$ cat config.mk
export PLATFORM = sky130hd
export DESIGN_NAME = vga_bounce_renderer
export DESIGN_NICKNAME = d
export VERILOG_FILES = /design/src/rtl/vga_bounce_renderer_pkg.sv /design/src/rtl/vga_bounce_renderer_bounce_axis.sv /design/src/rtl/vga_bounce_renderer.sv
export SDC_FILE = /design/constraint.sdc
export NUM_CORES = 1
export LEC_CHECK = 0
export ABC_AREA = 1
export CORE_UTILIZATION = 45
export DETAILED_ROUTE_END_ITERATION = 10
export MAX_ROUTING_LAYER = met4
export PLACE_DENSITY = 0.73
export SYNTH_ARGS = -nofsm -noshare
export SYNTH_HDL_FRONTEND = slang
export SYNTH_HIERARCHICAL = 1
export SYNTH_SLANG_ARGS = --single-unit
$ cat constraint.sdc
create_clock -name clk -period 2.1 [get_ports clk]
set_input_delay 0.315 -clock clk [delete_from_list [all_inputs] [get_ports clk]]
set_output_delay 0.315 -clock clk [all_outputs]
set_load 0.05 [all_outputs]
$ cat src/rtl/vga_bounce_renderer_pkg.sv
// vga_bounce_renderer_pkg: shared resolution defaults, colour constants and motion FSM states
package vga_bounce_renderer_pkg;
  localparam int RGB_W = 6;
  localparam int H_RES_D = 640;
  localparam int V_RES_D = 480;
  localparam logic [RGB_W-1:0] SPR_COLOR_D = 6'b110000;
  localparam logic [RGB_W-1:0] BG_A_D = 6'b000001;
  localparam logic [RGB_W-1:0] BG_B_D = 6'b000010;
  typedef enum logic [1:0] {IDLE, UPDATE, HOLD} state_t;
  // rotate a colour left by whole 2-bit channels
  function automatic logic [RGB_W-1:0] rotl_col(input logic [RGB_W-1:0] c, input logic [1:0] n);
    logic [2*RGB_W-1:0] d;
    d = {c, c} << {n, 1'b0};
    return d[2*RGB_W-1:RGB_W];
  endfunction
endpackage

$ cat src/rtl/vga_bounce_renderer_bounce_axis.sv
// bounce_axis: one sprite axis position and direction, clamped bounce at 0 and LIMIT-SIZE
module bounce_axis #(
  parameter int LIMIT = 640,
  parameter int SIZE  = 32,
  parameter int SPEED = 2,
  parameter int POS0  = 100
) (
  input  logic       clk,
  input  logic       rst,
  input  logic       load,
  output logic [9:0] pos,
  output logic       flip
);
  localparam logic [10:0] MAX_P = 11'(LIMIT - SIZE);
  localparam logic [10:0] SPD = 11'(SPEED);
  logic dir;
  logic [10:0] up;
  logic [9:0] next;
  always_comb begin
    up = {1'b0, pos} + SPD;
    flip = dir ? up >= MAX_P : {1'b0, pos} <= SPD;
    next = dir ? (flip ? MAX_P[9:0] : up[9:0]) : (flip ? '0 : pos - SPD[9:0]);
  end
  always_ff @(posedge clk) begin
    if (rst) begin
      pos <= 10'(POS0);
      dir <= 1'b1;
    end else if (load) begin
      pos <= next;
      dir <= dir ^ flip;
    end
  end
endmodule

$ cat src/rtl/vga_bounce_renderer.sv
// vga_bounce_renderer: checkerboard + bouncing sprite pixel stage, 2-clock aligned pipeline; COLOR_CYCLE_EN rotates sprite colour on bounces
module vga_bounce_renderer
  import vga_bounce_renderer_pkg::*;
#(
  parameter int H_RES = H_RES_D,
  parameter int V_RES = V_RES_D,
  parameter int SPR_W = 32,
  parameter int SPR_H = 32,
  parameter int SPEED = 2,
  parameter int SPR_X0 = 100,
  parameter int SPR_Y0 = 50,
  parameter logic [RGB_W-1:0] SPR_COLOR = SPR_COLOR_D,
  parameter logic [RGB_W-1:0] BG_A = BG_A_D,
  parameter logic [RGB_W-1:0] BG_B = BG_B_D
) (
  input  logic             clk,
  input  logic             sys_rst,
  input  logic             hsync_in,
  input  logic             vsync_in,
  input  logic             active_in,
  input  logic [9:0]       horizPos,
  input  logic [9:0]       vertPos,
  input  logic             pause,
  output logic             hsync_out,
  output logic             vsync_out,
  output logic [RGB_W-1:0] rgb,
  output logic             frame_tick
);
  state_t state, state_nx;
  logic vsync_prev, load, flip_x, flip_y;
  logic [9:0] x, y;
  logic [RGB_W-1:0] spr_col;
  logic s1_hit, s1_chk, s1_act, s1_hs, s1_vs;
  always_ff @(posedge clk) begin
    if (sys_rst) begin
      state <= IDLE;
      vsync_prev <= 1'b1;
    end else begin
      state <= state_nx;
      vsync_prev <= vsync_in;
    end
  end
  // motion only moves on the vsync falling edge, then waits for vsync to rise again
  always_comb begin
    state_nx = state == IDLE ? ((!vsync_in && vsync_prev) ? UPDATE : IDLE)
             : state == UPDATE ? HOLD
             : (vsync_in ? IDLE : HOLD);
    frame_tick = state == UPDATE;
    load = frame_tick && !pause;
  end
  bounce_axis #(.LIMIT(H_RES), .SIZE(SPR_W), .SPEED(SPEED), .POS0(SPR_X0)) u_x (
    .clk(clk), .rst(sys_rst), .load(load), .pos(x), .flip(flip_x)
  );
  bounce_axis #(.LIMIT(V_RES), .SIZE(SPR_H), .SPEED(SPEED), .POS0(SPR_Y0)) u_y (
    .clk(clk), .rst(sys_rst), .load(load), .pos(y), .flip(flip_y)
  );
`ifdef COLOR_CYCLE_EN
  logic [1:0] col_idx;
  always_ff @(posedge clk) begin
    if (sys_rst) col_idx <= '0;
    else if (load && (flip_x || flip_y)) col_idx <= col_idx + 2'd1;
  end
  assign spr_col = rotl_col(SPR_COLOR, col_idx);
`else
  logic unused_flips;
  assign unused_flips = flip_x ^ flip_y;
  assign spr_col = SPR_COLOR;
`endif
  always_ff @(posedge clk) begin
    if (sys_rst) begin
      {s1_hit, s1_chk, s1_act} <= '0;
      {s1_hs, s1_vs} <= 2'b11;
      {hsync_out, vsync_out} <= 2'b11;
      rgb <= '0;
    end else begin
      s1_hit <= {1'b0, horizPos} >= {1'b0, x} && {1'b0, horizPos} < {1'b0, x} + 11'(SPR_W)
             && {1'b0, vertPos} >= {1'b0, y} && {1'b0, vertPos} < {1'b0, y} + 11'(SPR_H);
      s1_chk <= horizPos[5] ^ vertPos[5];
      s1_act <= active_in;
      s1_hs <= hsync_in;
      s1_vs <= vsync_in;
      rgb <= !s1_act ? '0 : s1_hit ? spr_col : s1_chk ? BG_B : BG_A;
      hsync_out <= s1_hs;
      vsync_out <= s1_vs;
    end
  end
endmodule
After elaboration in Yosys (flattened, before gate mapping) --
Cells that the tools add are included.
Word-level totals: register bits after elaboration 37, input bits 26
Operators by class: add/subtract/negate cells 6, magnitude comparators 8, equal/unequal tests 1, mux-type cells 14, bitwise operators 4, reductions and logical operators 10
Operators by type and width (number):
- $mux 10 | 6
- $add 10x2->11 const B | 2
- $add 10x6->11 const B | 2
- $lt 10x11->1 | 2
- $ge 10x10->1 | 2
- $le 10x2->1 const B | 2
- $sub 10x2->10 const B | 2
- $ge 11x10->1 const B | 1
- $ge 11x9->1 const B | 1
- $mux 2 | 4
- $mux 6 | 1
- $logic_and 1x1->1 | 5
- $mux 1 | 3
- $reduce_or 3->1 | 1
- $xor 1x1->1 | 3
- $eq 2x1->1 const B | 1
- $logic_not 1->1 | 2
- $logic_not 2->1 | 1
- $reduce_or 2->1 | 1
- $not 1->1 | 1

Depth between registers and ports, before layout --
depth in word-level cells 5, depth in mapped cells 13, depth with buffers taken out 13

Modules after synthesis --
The synthesis kept the hierarchy.
Modules (own cells, without submodules):
- vga_bounce_renderer | times used 1, cells each 207, area each 1368.8 um^2, seq. area each 240.2 um^2
- bounce_axis (u_y) | times used 1, cells each 152, area each 910.9 um^2, seq. area each 200.2 um^2
- bounce_axis (u_x) | times used 1, cells each 151, area each 898.4 um^2, seq. area each 200.2 um^2

Worst setup path after synthesis --
Ideal clock, no wire load.
path type flip-flop to flip-flop, start point register state[0], end point register u_x.pos[3], data arrival time 2.237 ns, required time 2.044 ns, slack -0.193 ns, stages on the path, launching flop included 13, path buffers 1, clock period less this slack 2.293 ns, cell sequence dfxtp_1 -> inv_1 -> nor2_1 -> inv_1 -> nor2_1 -> buf_4 -> clkinv_1 -> nor2_1 -> o21ai_0 -> a21oi_1 -> o21a_1 -> nand2_1 -> inv_1
On the way: word-level cells in the longest chain between the ends 2
Ends and longest elaborated chain:
- start, declared | line vga_bounce_renderer.sv:29 | state_t state, state_nx;
- start signal, assigned | line vga_bounce_renderer.sv:39 | state <= state_nx;
- $eq 2x1->1 | line vga_bounce_renderer.sv:48 | frame_tick = state == UPDATE;
- via frame_tick | line vga_bounce_renderer.sv:27 | output logic frame_tick
- $logic_and 1x1->1 | line vga_bounce_renderer.sv:49 | load = frame_tick && !pause;
- via load | line vga_bounce_renderer.sv:30 | logic vsync_prev, load, flip_x, flip_y;
- end signal, assigned | line vga_bounce_renderer_bounce_axis.sv:26 | pos <= 10'(POS0);
- end signal, assigned | line vga_bounce_renderer_bounce_axis.sv:29 | pos <= next;
- end, declared | line vga_bounce_renderer_bounce_axis.sv:11 | output logic [9:0] pos,
The timed path passes the listed nets, and every way through them passes these cells. A chain may end at the register's enable or synchronous reset.

Worst setup path in the final report --
start point register state[0], end point output frame_tick
On the way: word-level cells in the longest chain between the ends 1
Ends and longest elaborated chain (line):
- $eq 2x1->1 | vga_bounce_renderer.sv:48
- end, declared | vga_bounce_renderer.sv:27
Every way passes these cells.

==> metrics.txt <==
status=complete, no violations; Slew headroom=between 60% and 70%; Clk pin slew, worst setup/hold paths=around 0.060 ns; worst-margin pin slew=0.525 ns; Setup-failing EPs final=0; setup TNS=0 ns; Max Transition Viols Final=0; nets=slightly above 600; fillers=690; area of the multi-input gates=~2100 um2; Net Sw Frac=between 30% and 40%; Max VDD drop=311 uV; WL/cell=11.1 um; clk_skew=0.00743 ns; Switch Pwr=0.000469 W; worst hold path class=register to register; Tot Pwr=0.00149 W; final WL=7110 um; Detailed Route Iter0 Violations=176; drt drc=0; sequential power share=a little over two fifths; clock sink count=32; Initial Utilization=a little under half; TritonCTS Buffers=5; Max Cap Viol=0; cell depth of the worst setup path=3; Cell Area, Synth=approximately 3200 um2; Post-DRT Antenna Nets=0; vias after detailed routing=about 3,200; Row Count=30; HPWL after detailed placement=5650 um; Post-Syn Instances=509; CP peak stage delay=roughly 0.8 ns; static leakage=roughly 1.8 nW; post-CTS resize count=0; synth warn=6; Crit path buffers/inverters=2; critical path's top delay family=buffers and inverters; Top Ports=35; CTS Buffer Depth=2; CTS tree=built; critical-path cell list=inv_1 > nor2_2 > clkdlybuf4s50_1; Layout Area Growth over Synthesis=16.0%; worst-path fanout max=3; GPL Wtd Cong=between 0.9 and 1; htree depth=2; Final Hold Fails=0; clock latency on the worst-skew pair=between 0.2 and 0.3 ns; Reg2Reg Depth=12; pin count of the biggest net entering global routing=20; Die Ht=85.9 um; RSZ-0062 raised after global routing=false; Fmax=523 MHz; clock network fraction of total power=between 20 and 30%; vias in the first global route=between 2,000 and 3,000; startpoint types=register; share of layout cells above drive strength 1=between 8 and 9%; final global-route overflow total=0; initial antenna violation count=0; IO buf count=32; Core ar.=6790 um2; CP arrival=around 1.6 ns; Antenna Cells=0; CP Class=register to output port; First-pass DRT Iterations=5; Storage cell area=641 um2; first-pass GRT wire length=approximately 12,000 um; WHS Path Cells=1; Avg Cell Area, Syn=6.23 um2; worst path required time=about 1.8 ns; area of the die=between 7000 and 8000 um2; post-route clock period utilization=between 90% and 100%; post-cts hold buffer count=0; fin util=between 50% and 60%; clock tree root buffer cell=clkbuf_8; Power Density=406 nW/um2; vias per cell=approximately 4.9; Die Wd=roughly 86 um; Internal Power=~0.001 W; Crit-path slowest cell=clkdlybuf4s50_1; power share of the combinational group=between 20% and 30%; GRT Overall Usage=20.6%; setup repair bufs after CTS=0; Tmin final=approximately 1.9 ns; CP Capture Type=output port
## cells in the final DEF, fill, tap and decap left out, types with 5 or more instances in the layout
master	instances
ha_1	38
xor2_1	10
inv_2	7
nand2_2	6
nand3_1	33
clkbuf_8	5
dfxtp_1	32
a21oi_1	38
buf_4	9
nand3_2	5
nand4_1	6
nor3_1	6
xnor2_1	5
nand2_1	132
o21ai_0	12
nor2_1	49
inv_1	78
clkdlybuf4s50_1	32
nor2_2	10
## path summary, 6_finish.rpt
path | from | to | slack (ns)
max | state[0]$_SDFF_PP0_ | frame_tick | 0.19
min | s1_hs$_SDFF_PP1_ | hsync_out$_SDFF_PP1_ | 0.41
max reg2reg | u_y/pos[2]$_SDFFE_PP0P_ | u_y/pos[4]$_SDFFE_PP1P_ | 0.28
min reg2reg | s1_hs$_SDFF_PP1_ | hsync_out$_SDFF_PP1_ | 0.41
## worst register-to-register path: stages, from the launching register on
cell and delay [ns]:
dfxtp_1 0.51, ha_1 0.23, inv_1 0.06, nor2_1 0.18, nand3_1 0.09, nand2_1 0.13, nand3_2 0.10, nand2_2 0.10
nand2_4 0.09, nand3_1 0.08, nand2_1 0.05, nand2_1 0.05, nand2_1 0.04
## sequential cells by signal (all words and copies together) (netlist names)
name / cells
u_y/pos: 9
s1_act: 1
s1_vs: 1
s1_hs: 1
state: 2
u_y/dir: 1
vsync_out: 1
hsync_out: 1
u_x/pos: 9
rgb: 3
s1_hit: 1
u_x/dir: 1
s1_chk: 1
## final cells by class
class	count	share of cell area, %
Tap cell	96	3.27
Clock buffer	6	1.97
Multi-Input combinational cell	379	57.8
Timing Repair Buffer	41	10.5
Sequential cell	32	17.4
Inverter	87	8.88
Clock inverter	1	0.136
## power by group through the flow
stage,sequential [W],clock (W),combinational (W)
2_1_floorplan,0.000673,0,0.000266
3_3_place_gp,0.000669,0,0.000382
3_5_place_dp,0.000670,0,0.000389
4_1_cts,0.000657,0.000459,0.000392
5_1_grt,0.000660,0.000491,0.000447
6_report,0.000657,0.000445,0.000391
## metrics by stage
stage          area (um2)  cells  hold slack, ns  setup WS [ns]
5_1_grt              3680    642           0.422         0.0428
6_report             3680    642           0.414          0.187
3_5_place_dp         3600    635           0.401          0.218
3_3_place_gp         3600    635           0.388          0.226
2_1_floorplan        3180    510           0.383         0.0733
4_1_cts              3680    642           0.416          0.182
## metal layers
layer / up-vias / wire length (um) / track usage [%]
met3: 12 / 298 / 3.27
met4: 0 / 106 / 7.73
met5: - / 0 / -
li1: 1674 / - / -
met2: 81 / 3250 / 33.9
met1: 1383 / 3450 / 25.3
Power figures use the tool's default switching activity.
